**config.mk**
```make
export PLATFORM = sky130hd
export DESIGN_NAME = mem_access_unit_flat
export DESIGN_NICKNAME = d
export VERILOG_FILES = /design/src/rtl/mem_access_unit_if.sv /design/src/rtl/mem_access_unit.sv /design/src/flat_wrapper.sv
export SDC_FILE = /design/constraint.sdc
export NUM_CORES = 1
export LEC_CHECK = 0
export ABC_CLOCK_PERIOD_IN_PS = 2800
export CORE_AREA = 3 3 113 115
export CTS_CLUSTER_DIAMETER = 50
export CTS_CLUSTER_SIZE = 30
export DETAILED_ROUTE_END_ITERATION = 8
export DIE_AREA = 0 0 116 118
export PLACE_DENSITY = 0.79
export SLEW_MARGIN = 10
export SYNTH_ARGS = -nofsm -noshare
export SYNTH_HDL_FRONTEND = slang
export SYNTH_SLANG_ARGS = --single-unit
```
**constraint.sdc**
```tcl
create_clock -name clk -period 2.8 [get_ports clk]
set_clock_uncertainty 0.1 [all_clocks]
set_input_delay 0.84 -clock clk [delete_from_list [all_inputs] [get_ports clk]]
set_output_delay 0.84 -clock clk [all_outputs]
set_load 0.01 [all_outputs]
```
**src/rtl/mem_access_unit_if.sv**
```systemverilog
`default_nettype none
// ============================================================================
// Module   : mem_access_unit_if
// Purpose  : Execute-side request, writeback result and data-memory port
//            bundle for the load/store unit.
// Revision : 1.0
// ============================================================================
interface mem_access_unit_if #(
    parameter int XLEN = 32
);
    // Execute -> unit
    logic            in_valid;
    logic            in_ready;
    logic [1:0]      mren;
    logic [1:0]      mwen;
    logic [XLEN-1:0] addr;
    logic [XLEN-1:0] wdata;
    // Unit -> writeback
    logic            out_valid;
    logic            out_ready;
    logic [XLEN-1:0] rdata;
    logic            err;
    // Unit <-> data memory
    logic            mem_req_valid;
    logic            mem_req_ready;
    logic [XLEN-1:0] mem_req_addr;
    logic            mem_req_we;
    logic [3:0]      mem_req_wmask;
    logic [XLEN-1:0] mem_req_wdata;
    logic            mem_rsp_valid;
    logic [XLEN-1:0] mem_rsp_data;

    modport master (
        input  in_valid, mren, mwen, addr, wdata, out_ready,
               mem_req_ready, mem_rsp_valid, mem_rsp_data,
        output in_ready, out_valid, rdata, err,
               mem_req_valid, mem_req_addr, mem_req_we, mem_req_wmask, mem_req_wdata
    );

    modport slave (
        output in_valid, mren, mwen, addr, wdata, out_ready,
               mem_req_ready, mem_rsp_valid, mem_rsp_data,
        input  in_ready, out_valid, rdata, err,
               mem_req_valid, mem_req_addr, mem_req_we, mem_req_wmask, mem_req_wdata
    );
endinterface
`default_nettype wire

```
**src/rtl/mem_access_unit.sv**
```systemverilog
`default_nettype none
// ============================================================================
// Module   : mem_access_unit
// Purpose  : Single-outstanding load/store stage with byte-lane stores and
//            sign-extended loads on a word-addressed data-memory port.
// Revision : 1.0
// ============================================================================
module mem_access_unit #(
    parameter int XLEN = 32
) (
    input  logic               clk,
    input  logic               rst,
    mem_access_unit_if.master  bus
);

    typedef enum logic [1:0] {
        S_IDLE = 2'd0,
        S_REQ  = 2'd1,
        S_WAIT = 2'd2,
        S_RESP = 2'd3
    } state_t;

    localparam logic [1:0] SZ_NONE = 2'b00;
    localparam logic [1:0] SZ_BYTE = 2'b01;
    localparam logic [1:0] SZ_HALF = 2'b10;
    localparam logic [1:0] SZ_WORD = 2'b11;

    state_t          state_q, state_d;
    logic            out_valid_q, out_valid_d;
    logic [XLEN-1:0] rdata_q, rdata_d;
    logic            err_q, err_d;
    logic            req_valid_q, req_valid_d;
    logic            req_we_q, req_we_d;
    logic [3:0]      req_wmask_q, req_wmask_d;
    logic [XLEN-1:0] req_addr_q, req_addr_d;
    logic [XLEN-1:0] req_wdata_q, req_wdata_d;
    logic [1:0]      ld_size_q, ld_size_d;
    logic [1:0]      ld_off_q, ld_off_d;

    logic            w_accept;
    logic [1:0]      w_size;
    logic            w_both;
    logic            w_misaligned;
    logic [3:0]      w_st_mask;
    logic [XLEN-1:0] w_st_data;
    logic [7:0]      w_ld_byte;
    logic [15:0]     w_ld_half;
    logic [XLEN-1:0] w_ld_data;

    assign bus.in_ready = (state_q == S_IDLE) && !rst;
    assign w_accept     = bus.in_valid && bus.in_ready;

    // A conflicting mren/mwen pair errors out regardless of which size wins here.
    assign w_size       = (bus.mren != SZ_NONE) ? bus.mren : bus.mwen;
    assign w_both       = (bus.mren != SZ_NONE) && (bus.mwen != SZ_NONE);
    assign w_misaligned = ((w_size == SZ_HALF) && bus.addr[0]) ||
                          ((w_size == SZ_WORD) && (bus.addr[1:0] != 2'b00));

    always_comb begin
        w_st_mask = 4'b1111;
        w_st_data = bus.wdata;
        unique case (bus.mwen)
            SZ_BYTE: begin
                w_st_mask = 4'b0001 << bus.addr[1:0];
                w_st_data = {4{bus.wdata[7:0]}};
            end
            SZ_HALF: begin
                w_st_mask = 4'b0011 << bus.addr[1:0];
                w_st_data = {2{bus.wdata[15:0]}};
            end
            default: begin
                w_st_mask = 4'b1111;
                w_st_data = bus.wdata;
            end
        endcase
    end

    assign w_ld_byte = bus.mem_rsp_data[{ld_off_q, 3'b000} +: 8];
    assign w_ld_half = bus.mem_rsp_data[{ld_off_q[1], 4'b0000} +: 16];

    always_comb begin
        unique case (ld_size_q)
            SZ_BYTE: w_ld_data = {{(XLEN-8){w_ld_byte[7]}}, w_ld_byte};
            SZ_HALF: w_ld_data = {{(XLEN-16){w_ld_half[15]}}, w_ld_half};
            default: w_ld_data = bus.mem_rsp_data;
        endcase
    end

    always_comb begin
        state_d     = state_q;
        out_valid_d = out_valid_q;
        rdata_d     = rdata_q;
        err_d       = err_q;
        req_valid_d = req_valid_q;
        req_we_d    = req_we_q;
        req_wmask_d = req_wmask_q;
        req_addr_d  = req_addr_q;
        req_wdata_d = req_wdata_q;
        ld_size_d   = ld_size_q;
        ld_off_d    = ld_off_q;

        unique case (state_q)
            S_IDLE: begin
                if (w_accept) begin
                    ld_size_d = bus.mren;
                    ld_off_d  = bus.addr[1:0];
                    if (w_size == SZ_NONE) begin
                        state_d     = S_RESP;
                        out_valid_d = 1'b1;
                        rdata_d     = '0;
                        err_d       = 1'b0;
                    end else if (w_both || w_misaligned) begin
                        state_d     = S_RESP;
                        out_valid_d = 1'b1;
                        rdata_d     = '0;
                        err_d       = 1'b1;
                    end else begin
                        state_d     = S_REQ;
                        req_valid_d = 1'b1;
                        req_we_d    = (bus.mwen != SZ_NONE);
                        req_addr_d  = {bus.addr[XLEN-1:2], 2'b00};
                        req_wmask_d = (bus.mwen != SZ_NONE) ? w_st_mask : 4'b0000;
                        req_wdata_d = w_st_data;
                    end
                end
            end
            S_REQ: begin
                // Stores complete at acceptance; only loads wait for a response.
                if (bus.mem_req_ready) begin
                    req_valid_d = 1'b0;
                    if (req_we_q) begin
                        state_d     = S_RESP;
                        out_valid_d = 1'b1;
                        rdata_d     = '0;
                        err_d       = 1'b0;
                    end else begin
                        state_d = S_WAIT;
                    end
                end
            end
            S_WAIT: begin
                if (bus.mem_rsp_valid) begin
                    state_d     = S_RESP;
                    out_valid_d = 1'b1;
                    rdata_d     = w_ld_data;
                    err_d       = 1'b0;
                end
            end
            S_RESP: begin
                if (bus.out_ready) begin
                    state_d     = S_IDLE;
                    out_valid_d = 1'b0;
                end
            end
            default: state_d = S_IDLE;
        endcase
    end

    always_ff @(posedge clk) begin
        if (rst) begin
            state_q     <= S_IDLE;
            out_valid_q <= 1'b0;
            rdata_q     <= '0;
            err_q       <= 1'b0;
            req_valid_q <= 1'b0;
            req_we_q    <= 1'b0;
            req_wmask_q <= 4'b0000;
            req_addr_q  <= '0;
            req_wdata_q <= '0;
            ld_size_q   <= SZ_NONE;
            ld_off_q    <= 2'b00;
        end else begin
            state_q     <= state_d;
            out_valid_q <= out_valid_d;
            rdata_q     <= rdata_d;
            err_q       <= err_d;
            req_valid_q <= req_valid_d;
            req_we_q    <= req_we_d;
            req_wmask_q <= req_wmask_d;
            req_addr_q  <= req_addr_d;
            req_wdata_q <= req_wdata_d;
            ld_size_q   <= ld_size_d;
            ld_off_q    <= ld_off_d;
        end
    end

    assign bus.out_valid     = out_valid_q;
    assign bus.rdata         = rdata_q;
    assign bus.err           = err_q;
    assign bus.mem_req_valid = req_valid_q;
    assign bus.mem_req_we    = req_we_q;
    assign bus.mem_req_wmask = req_wmask_q;
    assign bus.mem_req_addr  = req_addr_q;
    assign bus.mem_req_wdata = req_wdata_q;

endmodule
`default_nettype wire

```
**src/flat_wrapper.sv**
```systemverilog
// flat-port wrapper written by rule: the top's interface ports become plain ports
module mem_access_unit_flat 
#(
    parameter int XLEN = 32
)
  (clk, rst, bus_in_valid, bus_mren, bus_mwen, bus_addr, bus_wdata, bus_out_ready, bus_mem_req_ready, bus_mem_rsp_valid, bus_mem_rsp_data, bus_in_ready, bus_out_valid, bus_rdata, bus_err, bus_mem_req_valid, bus_mem_req_addr, bus_mem_req_we, bus_mem_req_wmask, bus_mem_req_wdata);
  mem_access_unit_if #(.XLEN(XLEN)) bus_i ();
  input  logic clk;
  input  logic rst;
  input wire logic [$bits(bus_i.in_valid)-1:0] bus_in_valid;
  input wire logic [$bits(bus_i.mren)-1:0] bus_mren;
  input wire logic [$bits(bus_i.mwen)-1:0] bus_mwen;
  input wire logic [$bits(bus_i.addr)-1:0] bus_addr;
  input wire logic [$bits(bus_i.wdata)-1:0] bus_wdata;
  input wire logic [$bits(bus_i.out_ready)-1:0] bus_out_ready;
  input wire logic [$bits(bus_i.mem_req_ready)-1:0] bus_mem_req_ready;
  input wire logic [$bits(bus_i.mem_rsp_valid)-1:0] bus_mem_rsp_valid;
  input wire logic [$bits(bus_i.mem_rsp_data)-1:0] bus_mem_rsp_data;
  output wire logic [$bits(bus_i.in_ready)-1:0] bus_in_ready;
  output wire logic [$bits(bus_i.out_valid)-1:0] bus_out_valid;
  output wire logic [$bits(bus_i.rdata)-1:0] bus_rdata;
  output wire logic [$bits(bus_i.err)-1:0] bus_err;
  output wire logic [$bits(bus_i.mem_req_valid)-1:0] bus_mem_req_valid;
  output wire logic [$bits(bus_i.mem_req_addr)-1:0] bus_mem_req_addr;
  output wire logic [$bits(bus_i.mem_req_we)-1:0] bus_mem_req_we;
  output wire logic [$bits(bus_i.mem_req_wmask)-1:0] bus_mem_req_wmask;
  output wire logic [$bits(bus_i.mem_req_wdata)-1:0] bus_mem_req_wdata;
  assign bus_i.in_valid = bus_in_valid;
  assign bus_i.mren = bus_mren;
  assign bus_i.mwen = bus_mwen;
  assign bus_i.addr = bus_addr;
  assign bus_i.wdata = bus_wdata;
  assign bus_i.out_ready = bus_out_ready;
  assign bus_i.mem_req_ready = bus_mem_req_ready;
  assign bus_i.mem_rsp_valid = bus_mem_rsp_valid;
  assign bus_i.mem_rsp_data = bus_mem_rsp_data;
  assign bus_in_ready = bus_i.in_ready;
  assign bus_out_valid = bus_i.out_valid;
  assign bus_rdata = bus_i.rdata;
  assign bus_err = bus_i.err;
  assign bus_mem_req_valid = bus_i.mem_req_valid;
  assign bus_mem_req_addr = bus_i.mem_req_addr;
  assign bus_mem_req_we = bus_i.mem_req_we;
  assign bus_mem_req_wmask = bus_i.mem_req_wmask;
  assign bus_mem_req_wdata = bus_i.mem_req_wdata;
  mem_access_unit #(.XLEN(XLEN)) u_core (.clk(clk), .rst(rst), .bus(bus_i));
endmodule
```
Word level (Yosys, flattened, before mapping)
Index checks and enable logic that the tools add are counted.

Shift-type cells: 4. Eq/ne operators: 17. Muxes and demuxes: 39. Reduce and logical (&&, ||, !) cells: 21. Bitwise logic cells: 2.

Operators with widths (number): 2-to-1 mux 32 bit (6); case mux 32 bit (2 select lines) (2); case mux 32 bit (3 select lines) (1); variable part select 32 x 6 -> 16 bit (1); variable part select 32 x 6 -> 8 bit (1); 2-to-1 mux 1 bit (17); 2-to-1 mux 2 bit (7); equality test 2 bit (second input constant) (6); AND reduction 6 bit (2); inequality test 2 bit (second input constant) (5); case mux 2 bit (4 select lines) (1); case mux 4 bit (2 select lines) (1); AND reduction 4 bit (2); nonzero test 2 bit (4); equality test 2 x 1 -> 1 bit (second input constant) (3); logical AND 1 bit (5); AND reduction 5 bit (1); zero test 2 bit (2); 2-to-1 mux 4 bit (1); inequality test 2 x 1 -> 1 bit (second input constant) (2); case mux 1 bit (4 select lines) (1); << shifter 1 x 2 -> 4 bit (first input constant) (1); << shifter 2 x 2 -> 4 bit (first input constant) (1); inequality test 3 bit (second input constant) (1); 7 further kinds (9).

Register bits: 108. Output and inout bits: 105. Logic and storage cells: 94.

Longest topological paths before layout
Gate-level depths: netlist of run 1.

Depth in word-level cells: 10. Gate-level depth with buffers: 11.

Worst setup path before layout of run 1
Ideal clock, no wire load.

Path kind: input to register. Start point: input bus_mren[1]. End point: register u_core.rdata_q[30] (netlist: u_core.bus.rdata[30]). Data arrival time: 2369 ps. Slack: 204 ps. Cell stages on the path: 7. Path through: or4_1 -> o221a_2 -> a311o_1 -> buf_6 -> buf_2 -> nand3_1 -> o31ai_2.

Word-level cells in the longest chain between the ends: 8. Elaborated cells on any way between the ends: 15. Classes of those cells: eq/ne (3); mux (4); reduce/logical (8).

Ends and longest elaborated chain: start, declared (line flat_wrapper.sv:11) `input wire logic [$bits(bus_i.mren)-1:0] bus_mren;`; nonzero test 2 bit (line mem_access_unit.sv:54, mem_access_unit.sv:55); 2-to-1 mux 2 bit (line mem_access_unit.sv:54) `assign w_size = (bus.mren != SZ_NONE) ? bus.mren : bus.mwen;`; equality test 2 bit, on equally long branches (line mem_access_unit.sv:56, mem_access_unit.sv:57); logical AND 1 bit, on equally long branches (line mem_access_unit.sv:56, mem_access_unit.sv:57); logical OR 1 bit (line mem_access_unit.sv:56) `assign w_misaligned = ((w_size == SZ_HALF) && bus.addr[0]) ||`; logical OR 1 bit (line mem_access_unit.sv:112) `end else if (w_both || w_misaligned) begin`; inequality test 3 bit (no source line); AND reduction 6 bit (no source line); end signal, assigned (line mem_access_unit.sv:175) `rdata_q <= rdata_d;`; end, declared (line mem_access_unit.sv:30) `logic [XLEN-1:0] rdata_q, rdata_d;`.

Parallel ways exist; a longest one is shown, timed or not. The select of a mux whose other input is x is not followed. A chain may end at the register's enable or synchronous reset.

Worst setup path after layout of run 1
Start point: input bus_mren[1]. End point: register u_core.rdata_q[19] (netlist: u_core.bus.rdata[19]).

Same word-level chain as after synthesis.

==> results of run 1 <==
## tightest hold or removal path: cells and delay by family (launching register included)
kind	cells	cell delay, ns
flip-flops	1	0.31
AND/OR/NAND/NOR	1	0.05
AO/OA/AOI/OAI	1	0.05
## power by group through the flow
| stage | combinational, W | sequential (W) | clock (W) |
|---|---|---|---|
| after floorplan | 0.000848 | 0.00182 | 0 |
| after global placement | 0.00151 | 0.00180 | 0 |
| after detailed placement | 0.00157 | 0.00181 | 0 |
| after CTS | 0.00160 | 0.00177 | 0.00134 |
| after global routing | 0.00177 | 0.00179 | 0.00141 |
| final | 0.00165 | 0.00177 | 0.00131 |
## through the flow
| stage | total power [W] | hold slack [ns] | std cells |
|---|---|---|---|
| final | 0.00473 | 0.355 | 982 |
| after global routing | 0.00497 | 0.375 | 981 |
| after CTS | 0.00470 | 0.355 | 978 |
| after detailed placement | 0.00337 | 0.347 | 960 |
| after global placement | 0.00331 | 0.338 | 960 |
| after floorplan | 0.00267 | 0.353 | 625 |
## layout by cell type (no fill, tap or decap), types with 2 or more instances in the layout
master           instances
dlymetal6s2s_1           3
inv_1                   12
a21oi_1                 76
a311oi_1                 8
buf_12                   7
nor2_1                  20
buf_4                   33
ha_1                    11
conb_1                   2
nand3b_1                 2
nand2_1                116
o21a_1                   3
o31ai_2                 13
a221oi_1                 6
o211ai_1                18
a31oi_1                  4
nor3_1                   8
o21ai_1                  2
mux2_2                   7
inv_6                    3
o31ai_1                 19
o2111ai_1                2
nor2b_1                 31
nand3_1                 37
a211oi_1                 2
clkbuf_16                9
mux2i_1                  4
a22oi_1                 13
nand2b_1                12
o21ai_0                 15
clkdlybuf4s50_1        204
dfxtp_1                108
## cell usage after synthesis, types with 2 or more instances
| master | count |
|---|---|
| a211oi_1 | 2 |
| a21oi_1 | 76 |
| a221oi_1 | 6 |
| a22oi_1 | 13 |
| a311oi_1 | 8 |
| a31oi_1 | 4 |
| buf_1 | 6 |
| buf_2 | 10 |
| buf_4 | 2 |
| buf_6 | 2 |
| clkbuf_1 | 35 |
| dfxtp_1 | 108 |
| ha_1 | 11 |
| inv_1 | 12 |
| mux2_2 | 7 |
| mux2i_1 | 4 |
| nand2_1 | 116 |
| nand2b_1 | 12 |
| nand3_1 | 38 |
| nand3b_1 | 2 |
| nor2_1 | 20 |
| nor2b_1 | 31 |
| nor3_1 | 8 |
| o2111ai_1 | 2 |
| o211ai_1 | 18 |
| o21a_1 | 3 |
| o21ai_0 | 15 |
| o21ai_1 | 2 |
| o31ai_1 | 23 |
| o31ai_2 | 10 |
## how the worst min path moves through the flow
stage                                            from  cells past startpoint                          end
after CTS                 u_core.bus.mem_req_wmask[3]                      2  u_core.bus.mem_req_wmask[3]
final                     u_core.bus.mem_req_wmask[3]                      2  u_core.bus.mem_req_wmask[3]
after detailed placement  u_core.bus.mem_req_wmask[3]                      2  u_core.bus.mem_req_wmask[3]
after global routing      u_core.bus.mem_req_addr[28]                      2  u_core.bus.mem_req_addr[28]
after floorplan                   u_core.ld_size_q[1]                      2          u_core.ld_size_q[1]
after global placement    u_core.bus.mem_req_wmask[1]                      2  u_core.bus.mem_req_wmask[1]
## repair_timing
action / 4_1_cts / 5_1_grt
setup endpoints to repair: 31 / 21
pin swaps: 1 / 1
resized for setup: 1 / 10
buffers inserted: 2 / 3
## final cells by class
| type | instances | area [µm²] | share of cell area |
|---|---|---|---|
| clock buffer | 10 | 239 | 0.0304 |
| antenna | 1 | 2.50 | 0.000318 |
| multi-input combinational | 450 | 2690 | 0.342 |
| clock inverter | 6 | 68.8 | 0.00875 |
| sequential | 108 | 2160 | 0.275 |
| timing repair buffer | 248 | 2470 | 0.314 |
| tap | 147 | 184 | 0.0234 |
| inverter | 12 | 45.0 | 0.00573 |
## cell families after synthesis
group | share of synthesized area
other | 0.000738
muxes | 0.0234
adders and majority gates | 0.0271
DFF | 0.426
AOI/OAI and AO/OA | 0.250
and+or+nand+nor | 0.217
buffers and inverters | 0.0564
## per-layer routing
layer | track usage | up-vias | wire [µm]
li1 | - | 2618 | -
met1 | 0.291 | 2587 | 6690
met2 | 0.403 | 276 | 8120
met3 | 0.0833 | 34 | 1930
met4 | 0.0732 | 0 | 387
met5 | 0 | - | 0
## flip-flops by register name, summed over array words and instances (netlist names)
register and count:
u_core.bus.mem_req_wdata 32, u_core.bus.rdata 32, u_core.bus.mem_req_addr 30, u_core.bus.mem_req_wmask 4, u_core.ld_off_q 2, u_core.ld_size_q 2, u_core.state_q 2, u_core.bus.err 1
u_core.bus.mem_req_valid 1, u_core.bus.mem_req_we 1, u_core.bus.out_valid 1
==> impl_metrics.toml, run 1 <==
[clock_tree]
cts_num_sinks = 108
cts-htree-levels = 3
holdBufCountCts = 0
clk_transition_reported_paths_ns = 0.07
worstSkewPairLatency_ns = 0.34
cts_buffer_depth = 2
cts_inserted_buffers = 9
cts-root-buf = "clkbuf_16"
tritoncts_clock_tree = "done"

[placed_design]
detailed_place_hpwl_mm = 13.0
dp_slack_ns = -0.467
placedInstanceArea_um2 = 7460
weighted_congestion_reported_at_the_end_of_routability_driven_placement = 0.880
port-buffer-count = 208

[power_and_ir_drop]
comb_power_share = 0.348
sequentialPowerShare = 0.374
max-vdd-ir-drop_mv = 0.333
p_int_w = 0.00317
sw_frac_of_total = 0.330
p_sw_w = 0.00156
power_leakage_nw = 2.77
pwr_density_cell_nw_per_um2 = 602
pwr-share-clk = 0.278

[worst_setup_path]
reg2reg_setup_slack_ns = 0.51
cp_slowest_stage_delay_ns = 0.56
r2r_start = "u_core.state_q[0]"
critical_path.max_fanout = 32
timing_worst_setup_path_type = "input port to flop"
crit_path_cell_trace = "clkdlybuf4s50_1 -> or4_4 -> o221a_4 -> a311o_2 -> buf_12 -> nand3_1 -> o31ai_4"
cpLargestDelayFamily = "simple AND/OR/NAND/NOR gates"
cp.buffers_inverters = 2
timing.critical_path.required_ns = 2.93
worstReg2RegEnd = "u_core.bus.rdata[19]"
r2r.worst_path.cells = 8
worst-path-stages = 7
worstSetupEndpointType = "flop"
worstPathArrival_ns = 2.88
crit_path_start_kind = "input port"
cp_startpoint = "bus_mren[1]"
worst_setup_path_endpoint = "u_core.bus.rdata[19]"
crit_slowest_cell = "or4_4"

[timing]
period_minus_slack_ns = 2.75
fin_crit_sh = 0.983
final-hold-violation-count = 0
timing.fmax_ghz = 0.363
timing_worst_slew_pin_value_ns = 0.750
setup_slack_ns = 0.0482
report.final.slew_viol_count = 0
rsz0062_at_grt = "true"
maxSlewHeadroom = 0.500
fin_setup_tns_ns = 0
setup_viol = 0

[yosys]
yosys_most_used_dff = "dfxtp_1"
yosysWarnings = 0
netlist_instances = 624
ys_async_sr_fraction = 0
synth_enable_flop_cells = 0
synth.ff_latch_count = 108
synth.cell_area_um2 = 5080
post_synthesis_mean_instance_area_um2 = 8.14
ys_types = 48
post-synth-top-area-cell = "dfxtp_1"
seq_area_frac_synth = 0.426
synth_largest_type_area_fraction = 0.426
post_synth_main_area_contributors = "dfxtp_1, nand2_1, a21oi_1, nor2b_1, nand3_1"

[routing]
drt-total-wl_mm = 17.1
ant_nets = 0
drc = 0
detail_route.wl_per_cell_um = 17.4
detailed_route_vias_per_instance = 5.62
routed-via-count = 5515
drt_iter0_drc = 493
detailedRoute.firstPassIterationCount = 5

[min_path]
min_path_type = "flop to flop"

[global_routing]
grt_start_max_net_pins = 48
first_pass_grt_wire_length_mm = 26.7
antenna_found_initial = 0
gr-usage-all-layers = 0.242
grt_pass1_vias = 5295
grt_overflow_total = 0

[floorplanning]
die-area_um2 = 13700
die_h_um = 118
core-area_um2 = 11900
starting_density_of_the_core = 0.427
pin_count = 211
floorplan.die.width_um = 116
row_count = 40

[cells_and_area]
layout-drive-gt1-share = 0.104
util_after_layout = 0.661
syn_to_final_growth_pct = 54.8
final.fill_count = 923
design_area_um2 = 7870
layout.nets = 946

[job]
max_cap_viol_count = 0

[outcome]
status = "finished, final reports clean"
Note: power is estimated with default switching activity, not from simulation.
==> inputs of run 2 (changes only) <==
Settings changed: CAP_MARGIN from default to 20, SLEW_MARGIN 10 to 5.
==> results of run 2 <==
The final DEF is identical to that of run 1; final timing and power are the same.
